### config.mk
export PLATFORM = sky130hd
export DESIGN_NAME = sample_feeder
export DESIGN_NICKNAME = d
export VERILOG_FILES = /design/src/rtl/sample_feeder.sv
export SDC_FILE = /design/constraint.sdc
export NUM_CORES = 1
export LEC_CHECK = 0
export ABC_AREA = 0
export CORE_MARGIN = 10
export CORE_UTILIZATION = 55
export DETAILED_ROUTE_END_ITERATION = 16
export PLACE_DENSITY = 0.85
export SYNTH_ARGS = -nofsm -noshare
export SYNTH_HDL_FRONTEND = slang
export SYNTH_SLANG_ARGS = --single-unit
### constraint.sdc
create_clock -name clk -period 6.28 [get_ports clk]
set_clock_uncertainty 0.05 [all_clocks]
set_input_delay 1.57 -clock clk [delete_from_list [all_inputs] [get_ports clk]]
set_output_delay 1.57 -clock clk [all_outputs]
set_load 0.1 [all_outputs]
### src/rtl/sample_feeder.sv
// rtl/sample_feeder.sv - circular sample FIFO serving the FIR filter's req/ack input, with stall counter
module sample_feeder #(
    parameter int DWIDTH = 16,
    parameter int DEPTH  = 16,
    parameter int AWIDTH = 4,
    parameter int SWIDTH = 16
) (
    input  logic              clk,
    input  logic              rst,
    input  logic              wr_en,
    input  logic [DWIDTH-1:0] wr_data,
    output logic              full,
    output logic [AWIDTH:0]   count,
    output logic              overflow,
    input  logic              sink_req,
    output logic              sink_ack,
    output logic [DWIDTH-1:0] sink_data,
    output logic [SWIDTH-1:0] stall_cycles
);
    localparam logic [AWIDTH:0] FULL_COUNT = (AWIDTH+1)'(DEPTH);

    typedef enum logic [1:0] {
        ST_IDLE = 2'd0,
        ST_WAIT = 2'd1,
        ST_ACK  = 2'd2
    } state_t;

    state_t            state_q, state_d;
    logic [DWIDTH-1:0] mem_q [DEPTH];
    logic [AWIDTH-1:0] rd_ptr_q, rd_ptr_d;
    logic [AWIDTH-1:0] wr_ptr_q, wr_ptr_d;
    logic [AWIDTH:0]   count_q, count_d;
    logic              overflow_q, overflow_d;
    logic              ack_q, ack_d;
    logic [DWIDTH-1:0] data_q, data_d;
    logic [SWIDTH-1:0] stall_q, stall_d;
    logic              pop;
    logic              wr_accept;
    logic              fifo_empty;

    assign fifo_empty = (count_q == '0);
    assign full       = (count_q == FULL_COUNT);

    always_ff @(posedge clk) begin
        if (rst) begin
            state_q <= ST_IDLE;
        end else begin
            state_q <= state_d;
        end
    end

    always_comb begin
        state_d = state_q;
        case (state_q)
            ST_IDLE: begin
                if (sink_req) begin
                    state_d = fifo_empty ? ST_WAIT : ST_ACK;
                end
            end
            ST_WAIT: begin
                if (!fifo_empty) begin
                    state_d = ST_ACK;
                end
            end
            ST_ACK: begin
                if (!sink_req) begin
                    state_d = ST_IDLE;
                end
            end
            default: state_d = ST_IDLE;
        endcase
    end

    // The single pop of a handshake happens on the edge that enters ACK.
    always_comb begin
        pop     = (state_d == ST_ACK) && (state_q != ST_ACK);
        ack_d   = (state_d == ST_ACK);
        data_d  = pop ? mem_q[rd_ptr_q] : data_q;
        stall_d = stall_q;
        if ((state_q == ST_WAIT) && (stall_q != '1)) begin
            stall_d = stall_q + 1'b1;
        end
    end

    // A full FIFO still takes a write when the same cycle frees a slot.
    always_comb begin
        wr_accept  = wr_en && (!full || pop);
        overflow_d = overflow_q || (wr_en && !wr_accept);
        wr_ptr_d   = wr_accept ? wr_ptr_q + 1'b1 : wr_ptr_q;
        rd_ptr_d   = pop ? rd_ptr_q + 1'b1 : rd_ptr_q;
        count_d    = count_q;
        case ({wr_accept, pop})
            2'b10:   count_d = count_q + 1'b1;
            2'b01:   count_d = count_q - 1'b1;
            default: count_d = count_q;
        endcase
    end

    always_ff @(posedge clk) begin
        if (!rst && wr_accept) begin
            mem_q[wr_ptr_q] <= wr_data;
        end
    end

    always_ff @(posedge clk) begin
        if (rst) begin
            rd_ptr_q   <= '0;
            wr_ptr_q   <= '0;
            count_q    <= '0;
            overflow_q <= 1'b0;
            ack_q      <= 1'b0;
            data_q     <= '0;
            stall_q    <= '0;
        end else begin
            rd_ptr_q   <= rd_ptr_d;
            wr_ptr_q   <= wr_ptr_d;
            count_q    <= count_d;
            overflow_q <= overflow_d;
            ack_q      <= ack_d;
            data_q     <= data_d;
            stall_q    <= stall_d;
        end
    end

    assign count        = count_q;
    assign overflow     = overflow_q;
    assign sink_ack     = ack_q;
    assign sink_data    = data_q;
    assign stall_cycles = stall_q;

endmodule

==> results of run 1 <==
[layer usage]
layer  vias to the layer above  global-route usage  routed length, µm
met1                      3492               0.225              10500
met2                       251               0.303              13100
li1                       3239                   -                  -
met5                         -                   0                  0
met4                         0              0.0514                677
met3                        50              0.0345               1740
[stage by stage]
| step | power [mW] | hold WS [ps] | worst slack (ps) |
|---|---|---|---|
| after CTS | 5.49 | 461 | 1680 |
| after global routing | 5.65 | 485 | 1540 |
| after global placement | 3.63 | 436 | 1780 |
| final | 5.47 | 448 | 1700 |
| after detailed placement | 3.66 | 445 | 1640 |
| after floorplan | 3.35 | 467 | 2570 |
[cell families (layout without fill, tap and decap cells)]
kind of cell / after synthesis / after routing
flip-flops: 305 / 305
AND/OR/NAND/NOR: 159 / 159
multiplexers: 135 / 135
AO/OA/AOI/OAI: 123 / 123
buffers and inverters: 50 / 138
adder cells (fa/ha/maj): 10 / 10
XOR/XNOR: 7 / 7
[sequential cells by signal (all words and copies together), names as in the netlist]
name          cells
count             5
mem_q           256
overflow          1
rd_ptr_q          4
sink_ack          1
sink_data        16
stall_cycles     16
state_q           2
wr_ptr_q          4
[layout by cell type, fill, tap and decap left out, types with 3 or more instances in the layout]
cell / Yosys / routed
mux2_2: 6 / 6
a311oi_1: 17 / 17
nand2b_1: 6 / 6
and3_1: 4 / 4
nand3_1: 8 / 8
xnor2_1: 6 / 6
clkbuf_16: 0 / 29
inv_1: 9 / 9
nand3b_1: 3 / 3
a211oi_1: 4 / 4
nor2b_1: 6 / 6
mux4_2: 4 / 4
ha_1: 9 / 9
clkinv_2: 0 / 5
o22ai_1: 56 / 56
clkdlybuf4s50_1: 0 / 58
dfxtp_1: 49 / 48
a21oi_1: 15 / 15
nor2_1: 83 / 83
clkbuf_1: 13 / 7
bufinv_16: 0 / 5
nand2_1: 14 / 14
o31ai_1: 6 / 6
or4_1: 7 / 7
or3b_1: 3 / 3
nand4_1: 4 / 4
mux2i_1: 123 / 123
clkinvlp_4: 0 / 3
edfxtp_1: 256 / 256
nor4_1: 3 / 3
o21ai_0: 4 / 4
nor3_1: 3 / 3
buf_4: 2 / 15
[worst reg2reg max path, stage by stage (launching register included)]
cell and delay [ps]:
dfxtp_1 560, nor2_1 210, a211oi_1 810, ha_1 430
a21oi_1 200, nand2_1 130, o311ai_0 350, a31oi_1 140
[power by group]
group / switching (mW) / total (mW) / internal [mW]
logic: 0.875 / 1.24 / 0.362
registers: 0.112 / 2.40 / 2.29
clock network: 0.748 / 1.83 / 1.09
total: 1.73 / 5.47 / 3.73
[worst paths after layout]
check,endpoint,slack [ps],cells after the start
setup / recovery,full,1700,4
hold reg to reg,overflow,450,2
setup reg to reg,count[4],3260,7
hold / removal,overflow,450,2
[cell type report]
cell class	instances	area, µm²
clock buffer	38	779
clock inverter	16	230
fill	1518	7730
inverter	9	33.8
multi-input combinational	434	3380
sequential	305	8670
tap	280	350
timing repair buffer	75	718
==> metrics, run 1 <==
die width=169 µm; num ports=60; f_max=218 MHz; status=finished, final reports clean; antenna cells=0; clk root buf=clkbuf_16; beginning of the worst hold path=overflow; CP top delay family=buffers and inverters; PD cells=386 nW/µm²; Non-Filler Instances=1157; Clk pin slew, worst setup/hold paths=60 ps; Post-Syn Nets=819; CP bufs+invs=2; DR vias=7032; CP arrival=2960 ps; drt pass-1 iters=5; Cell Area, Synth=12300 µm²; Worst Path Required=4660 ps; Die Area=28700 µm²; Routed Antenna Nets=0; design area=14200 µm²; RePlAce Congestion=0.854; RSZ-0062 raised after global routing=false; top post-synthesis cells by area=edfxtp_1 (63%), mux2i_1 (10%), dfxtp_1 (8.0%); Total Routing Usage GR=0.177; Critical R2R Launch=count[4]; Longest Clk Path Bufs=3; Critical Path, Cell by Cell=nor4_4 > nand2_1 > inv_1 > clkdlybuf4s50_1; CP Max Fanout=10; worst hold path type=flop to flop; fin. max-slew vios=0; Inserted Clock Buffers=29; WL/cell=22.4 µm; max-slew headroom at the worst pin=0.106; Sink Count=305; core area=21900 µm²; drt initial violations=704; Tmin final=4580 ps; worst vdd rail ir drop=516 µV; top-count cell post-synth=edfxtp_1; CP Launch Type=flop; crit-path max cell delay=1130 ps; Ys Warns=0; CTS Hold Bufs=0; slowest CP cell=clkdlybuf4s50_1; final core occ=0.647; FFs w/ async S/R, synth=0; pin count of the biggest net entering global routing=73; Synth Area in Compound Gates=0.0725; Final Cycle Share=0.730; Worst setup EP type=primary output; CTS tree=yes; Synth Area in XOR/XNOR=0.00499; simple-gate share of the synthesized area=0.0688; crit path launch=count[2]; Initial Util=0.561; setup bufs post-CTS=0; Synth top cells by count=edfxtp_1 (256), mux2i_1 (123), nor2_1 (83); row count=54; CP Class=flop to primary output; Pleak=4.39 nW; initial antenna violation count=0; Post-synth EDFFs=256; placed insts=1103; main combinational cell family by area after synthesis=multiplexers; Final Hold Fails=0; Post-Synthesis Cells=789; Yosys reg bits=305; Post-Synth Adder-Cell Area=0.0108; Synth Flop Type=edfxtp_1; CTS HTree Levels=1; final wirelength=26000 µm; Setup TNS Final=0 ps; max cap viols=0; Area growth, synth to finish=15.3%; first-pass GRT wire length=40300 µm; Final #Nets=884; ratio of cells with drive above 1 in the final layout=0.105; register area share after synthesis=0.706; dpl cell area=13200 µm²; Clk Latency, worst-skew pair=560 ps; Post-Syn Area per Cell=15.6 µm²; Distinct cells, synth=66; cell taking the most area after synthesis=edfxtp_1; setup violators final=0; residual DRC count=0; Resized cells post-CTS=0; post-synthesis mux area share=0.117; vias in the first global route=7064; Worst Tran Pin Value=1340 ps; Avg Vias per Cell=6.08; port bufs=59; grt ovf=0; Die Height=169 µm; detailed placer's ending HPWL=16100 µm; post-synth top area share=0.626
Note: power is estimated with default switching activity, not from simulation.
==> run 2, diff against run 1 <==
--- a/config.mk
+++ b/config.mk
@@ -7,9 +7,9 @@
 export LEC_CHECK = 0
 export ABC_AREA = 0
 export CORE_MARGIN = 10
-export CORE_UTILIZATION = 55
+export CORE_UTILIZATION = 54
 export DETAILED_ROUTE_END_ITERATION = 16
-export PLACE_DENSITY = 0.85
+export PLACE_DENSITY = 0.87
 export SYNTH_ARGS = -nofsm -noshare
 export SYNTH_HDL_FRONTEND = slang
 export SYNTH_SLANG_ARGS = --single-unit
==> constraint.sdc (replaced) <==
create_clock -name clk -period 3.9 [get_ports clk]
set_clock_uncertainty 0.05 [all_clocks]
set_input_delay 0.975 -clock clk [delete_from_list [all_inputs] [get_ports clk]]
set_output_delay 0.975 -clock clk [all_outputs]
set_load 0.1 [all_outputs]
==> run 2 against run 1 <==
- via count up 3.3%
- core utilization down 1.3 points
- sequential share of layout area down 0.43 points
- register-to-register slack worse by 2400 ps
- clock-buffer cell count down 4
- first-iteration DRC count up 34%
- die area up 1.6%
- sequential power up 61%
- cell count up 1.6%
- combinational power up 67%
- largest power group unchanged
- highest routed layer unchanged
==> metrics, run 2 (synthesized netlist as in run 1, its figures left out) <==
initial antenna violation count=0 (unchanged); Routed Antenna Nets=0 (unchanged); Total Routing Usage GR=0.187 (+0.00976); RePlAce Congestion=0.850 (-0.53%); register with the most flip-flops=mem_q; port bufs=59 (unchanged); num ports=60 (unchanged); max cap viols=0 (unchanged); CP Class=input pin to flop; Clk Latency, worst-skew pair=590 ps (+30 ps); Pleak=4.49 nW (+2.2%); Inserted Clock Buffers=30 (+3.4%); die width=171 µm (+0.81%); placed insts=1119 (+1.5%); first-pass GRT wire length=41800 µm (+3.8%); grt ovf=0 (unchanged); slowest CP cell=a211oi_1; Clk pin slew, worst setup/hold paths=60 ps (about the same); antenna cells=0 (unchanged); Die Area=29200 µm² (+1.6%); Final #Nets=896 (+1.4%); crit-path max cell delay=740 ps (-390 ps); drt pass-1 iters=5 (unchanged); pin count of the biggest net entering global routing=49 (-33%); Area growth, synth to finish=16.1%; setup bufs post-CTS=0 (unchanged); final core occ=0.634 (-0.0131); Longest Clk Path Bufs=3 (unchanged); fin. max-slew vios=0 (unchanged); Initial Util=0.546 (-0.0153); clk root buf=clkbuf_16; setup violators final=0 (unchanged); worst hold path type=flop to flop; status=finished, final reports clean; core area=22500 µm² (+2.8%); worst hold slack=429 ps (-19.2 ps); CP top delay family=compound AO/OA/AOI/OAI gates; CP arrival=3610 ps (+650 ps); Avg Vias per Cell=6.18 (+1.7%); Largest register FFs=256 (unchanged); Final Cycle Share=0.833; RSZ-0062 raised after global routing=false; CP bufs+invs=1 (-1); CTS Hold Bufs=0 (unchanged); max-slew headroom at the worst pin=0.311 (+0.205); CTS HTree Levels=1 (unchanged); Tmin final=3250 ps; Resized cells post-CTS=0 (unchanged); Worst Tran Pin Value=1030 ps (-305 ps); Critical Path, Cell by Cell=clkdlybuf4s50_1 > o21bai_2 > a211oi_1 > ha_1 > a21oi_1 > nand2_1 > o311ai_0 > a31oi_1; Setup TNS Final=0 ps (unchanged); Non-Filler Instances=1175 (+1.6%); row count=55 (+1.9%); residual DRC count=0 (unchanged); DR vias=7266 (+3.3%); CP Launch Type=input pin; most frequent cells in the layout=edfxtp_1 (256), mux2i_1 (123), nor2_1 (83), o22ai_1 (56); ratio of cells with drive above 1 in the final layout=0.130 (+0.0254); f_max=308 MHz; final wirelength=27700 µm (+6.6%); vias in the first global route=7138 (+1.0%); Sink Count=305 (unchanged); commonest non-fill, non-tap cell in the layout=edfxtp_1; Final Hold Fails=0 (unchanged); WL/cell=23.5 µm (+4.9%); Die Height=171 µm (+0.81%); CP Max Fanout=5 (-5); Worst setup EP type=flop; CTS tree=yes; worst vdd rail ir drop=653 µV (+27%); Worst Path Required=4260 ps (-400 ps); drt initial violations=944 (+34%); PD cells=623 nW/µm² (+61%); detailed placer's ending HPWL=17300 µm (+7.7%)
## run 2: cell count changes in the layout (fill, tap and decap cells not counted), sizes merged
cell / change
clkbuf: -4
clkdlybuf4s50: -10
clkinv: +6
buf: +21
## run 2: path summary, 6_finish.rpt
check | endpoint | start | slack, ps | cells after the start
worst max-delay path | count[4] | sink_req | 650 | 8
worst min-delay path | overflow | overflow | 430 | 2
worst max register to register | count[4] | count[4] | 860 | 7
worst min register to register | overflow | overflow | 430 | 2
## run 2: report_power, final
part | internal [mW] | leakage, nW | switching (mW)
Sequential | 3.68 | 2.71 | 0.177
Clock | 1.75 | 0.502 | 1.21
Combinational | 0.611 | 1.28 | 1.46
## run 2: final cells by class
| class | instances | area [µm²] |
|---|---|---|
| Timing Repair Buffer | 86 | 788 |
| Fill cell | 1532 | 8240 |
| Inverter | 9 | 33.8 |
| Multi-Input combinational cell | 434 | 3380 |
| Clock inverter | 22 | 269 |
| Tap cell | 285 | 357 |
| Sequential cell | 305 | 8670 |
| Clock buffer | 34 | 766 |
## run 2: tightest hold or removal path: stages (launching register included)
cell	delay, ps
dfxtp_1	330
a41oi_1	50
nor2_1	70
## run 2: per-stage QoR
step	total power, mW	setup WS, ps	area [µm²]
detailed placement	5.97	175	13200
floorplan	5.39	788	12300
finish	8.89	651	14300
CTS	8.93	651	14300
global placement	5.90	303	13200
global route	9.22	531	14300
## run 2: per-layer routing
| layer | GRT usage | wire [µm] | part of all wire |
|---|---|---|---|
| met3 | 0.0429 | 2710 | 0.098 |
| met2 | 0.298 | 13300 | 0.48 |
| met1 | 0.252 | 11000 | 0.40 |
| met5 | 0 | 0 | 0 |
| met4 | 0.0541 | 711 | 0.026 |
==> run 3, diff against run 2 <==
==> constraint.sdc (replaced) <==
create_clock -name clk -period 2.8 [get_ports clk]
set_clock_uncertainty 0.05 [all_clocks]
set_input_delay 0.7 -clock clk [delete_from_list [all_inputs] [get_ports clk]]
set_output_delay 0.7 -clock clk [all_outputs]
set_load 0.1 [all_outputs]
==> run 3 against run 2 <==
- global-route usage is 0.36 points lower
- sequential share of layout area decreased by 0.24 points
- worst setup slack got worse by 470 ps
- combinational power grew 41%
- clock-buffer cell count increased by 16
- register-to-register slack lost 350 ps
- highest routed layer unchanged
- critical path depth is 3 lower
- cell area grew 0.46%
- via count fell by 0.40%
- wire length shrank 3.1%
- clock power grew 26%
==> metrics, run 3 (synthesized netlist as in run 1, its figures left out) <==
CP Class=flop to primary output; Tmin final=2620 ps; most frequent cells in the layout=edfxtp_1 (256), mux2i_1 (123), nor2_1 (83), buf_4 (67), o22ai_1 (56); clk root buf=clkbuf_16; Final Hold Fails=0 (unchanged); Critical Path, Cell by Cell=nor4_4 > buf_4 > nand2_1 > inv_1 > buf_12; Clk pin slew, worst setup/hold paths=60 ps (about the same); status=finished, final reports clean; Avg Vias per Cell=6.09 (-1.5%); row count=55 (unchanged); f_max=381 MHz; Worst Path Required=2050 ps (-2210 ps); num ports=60 (unchanged); Longest Clk Path Bufs=3 (unchanged); CP Launch Type=flop; Routed Antenna Nets=0 (unchanged); die width=171 µm (unchanged); design area=14300 µm² (+0.46%); final core occ=0.637 (+0.00295); CTS Hold Bufs=0 (unchanged); Sink Count=305 (unchanged); RSZ-0062 raised after global routing=false; worst hold slack=451 ps (+21.6 ps); antenna cells=0 (unchanged); vias in the first global route=7334 (+2.7%); Final Cycle Share=0.937; Worst setup EP type=primary output; Initial Util=0.546 (unchanged); setup violators final=0 (unchanged); DR vias=7237 (-0.40%); slowest CP cell=dfxtp_2; residual DRC count=0 (unchanged); Setup TNS Final=0 ps (unchanged); register with the most flip-flops=mem_q; grt ovf=0 (unchanged); Total Routing Usage GR=0.183 (-0.00361); final wirelength=26800 µm (-3.1%); Pleak=4.59 nW (+2.2%); PD cells=841 nW/µm² (+35%); worst vdd rail ir drop=842 µV (+29%); Area growth, synth to finish=16.7%; max-slew headroom at the worst pin=0.517 (+0.206); CP arrival=1870 ps (-1740 ps); first-pass GRT wire length=41600 µm (-0.56%); crit-path max cell delay=350 ps (-390 ps); commonest non-fill, non-tap cell in the layout=edfxtp_1; Die Height=171 µm (unchanged); pin count of the biggest net entering global routing=49 (unchanged); port bufs=59 (unchanged); initial antenna violation count=0 (unchanged); drt pass-1 iters=5 (unchanged); dpl cell area=13400 µm² (+1.3%); Clk Latency, worst-skew pair=570 ps (-20 ps); ratio of cells with drive above 1 in the final layout=0.169 (+0.0391); Final #Nets=909 (+1.5%); Worst Tran Pin Value=722 ps (-308 ps); RePlAce Congestion=0.809 (-4.8%); max cap viols=0 (unchanged); WL/cell=22.6 µm (-4.2%); CTS HTree Levels=1 (unchanged); Die Area=29200 µm² (unchanged); setup bufs post-CTS=0 (unchanged); core area=22500 µm² (unchanged); Largest register FFs=256 (unchanged); drt initial violations=694 (-26%); CTS tree=yes; fin. max-slew vios=0 (unchanged); Resized cells post-CTS=0 (unchanged); worst hold path type=flop to flop; detailed placer's ending HPWL=17000 µm (-1.8%); CP Max Fanout=9 (+4); Inserted Clock Buffers=30 (unchanged); Overall Power=12.0 mW (+35%)
[run 3: worst max-delay path: cells and delay by family (launching register included)]
family	cells	cell delay [ps]
buf+inv	3	530
simple gates	2	430
flops	1	350
[run 3: final cells by class]
cell class | count | area (µm²)
fillers | 1517 | 8170
clock inverters | 6 | 58.8
flip-flops and latches | 305 | 8680
multi-input cells | 434 | 3380
clock buffers | 50 | 876
well taps | 285 | 357
repair buffers | 99 | 948
inverters | 9 | 33.8
[run 3: worst paths after layout]
path | start | to | slack, ps | cells after the start
hold / removal | sink_data[12] | sink_data[12] | 450 | 2
hold reg to reg | sink_data[12] | sink_data[12] | 450 | 2
setup reg to reg | state_q[1] | count[4] | 510 | 8
setup / recovery | count[2] | full | 180 | 5
[run 3: per-layer routing]
metal,global-route usage,wire (µm),up-vias
met2,0.303,13000,318
li1,-,-,3287
met3,0.0343,1940,69
met1,0.233,10700,3563
met4,0.0775,1100,0
met5,0,0,-
[run 3: through the flow]
stage | cells | setup slack (ps)
floorplan | 789 | 71.1
global placement | 1132 | 24.4
detailed placement | 1132 | -3.77
CTS | 1188 | 158
global route | 1188 | 79.9
finish | 1188 | 177
[run 3: power breakdown]
group	internal (mW)	leakage (nW)	switching (mW)
combinational	0.903	1.43	2.01
clock	2.13	0.448	1.61
sequential	5.14	2.71	0.250
total	8.17	4.59	3.88
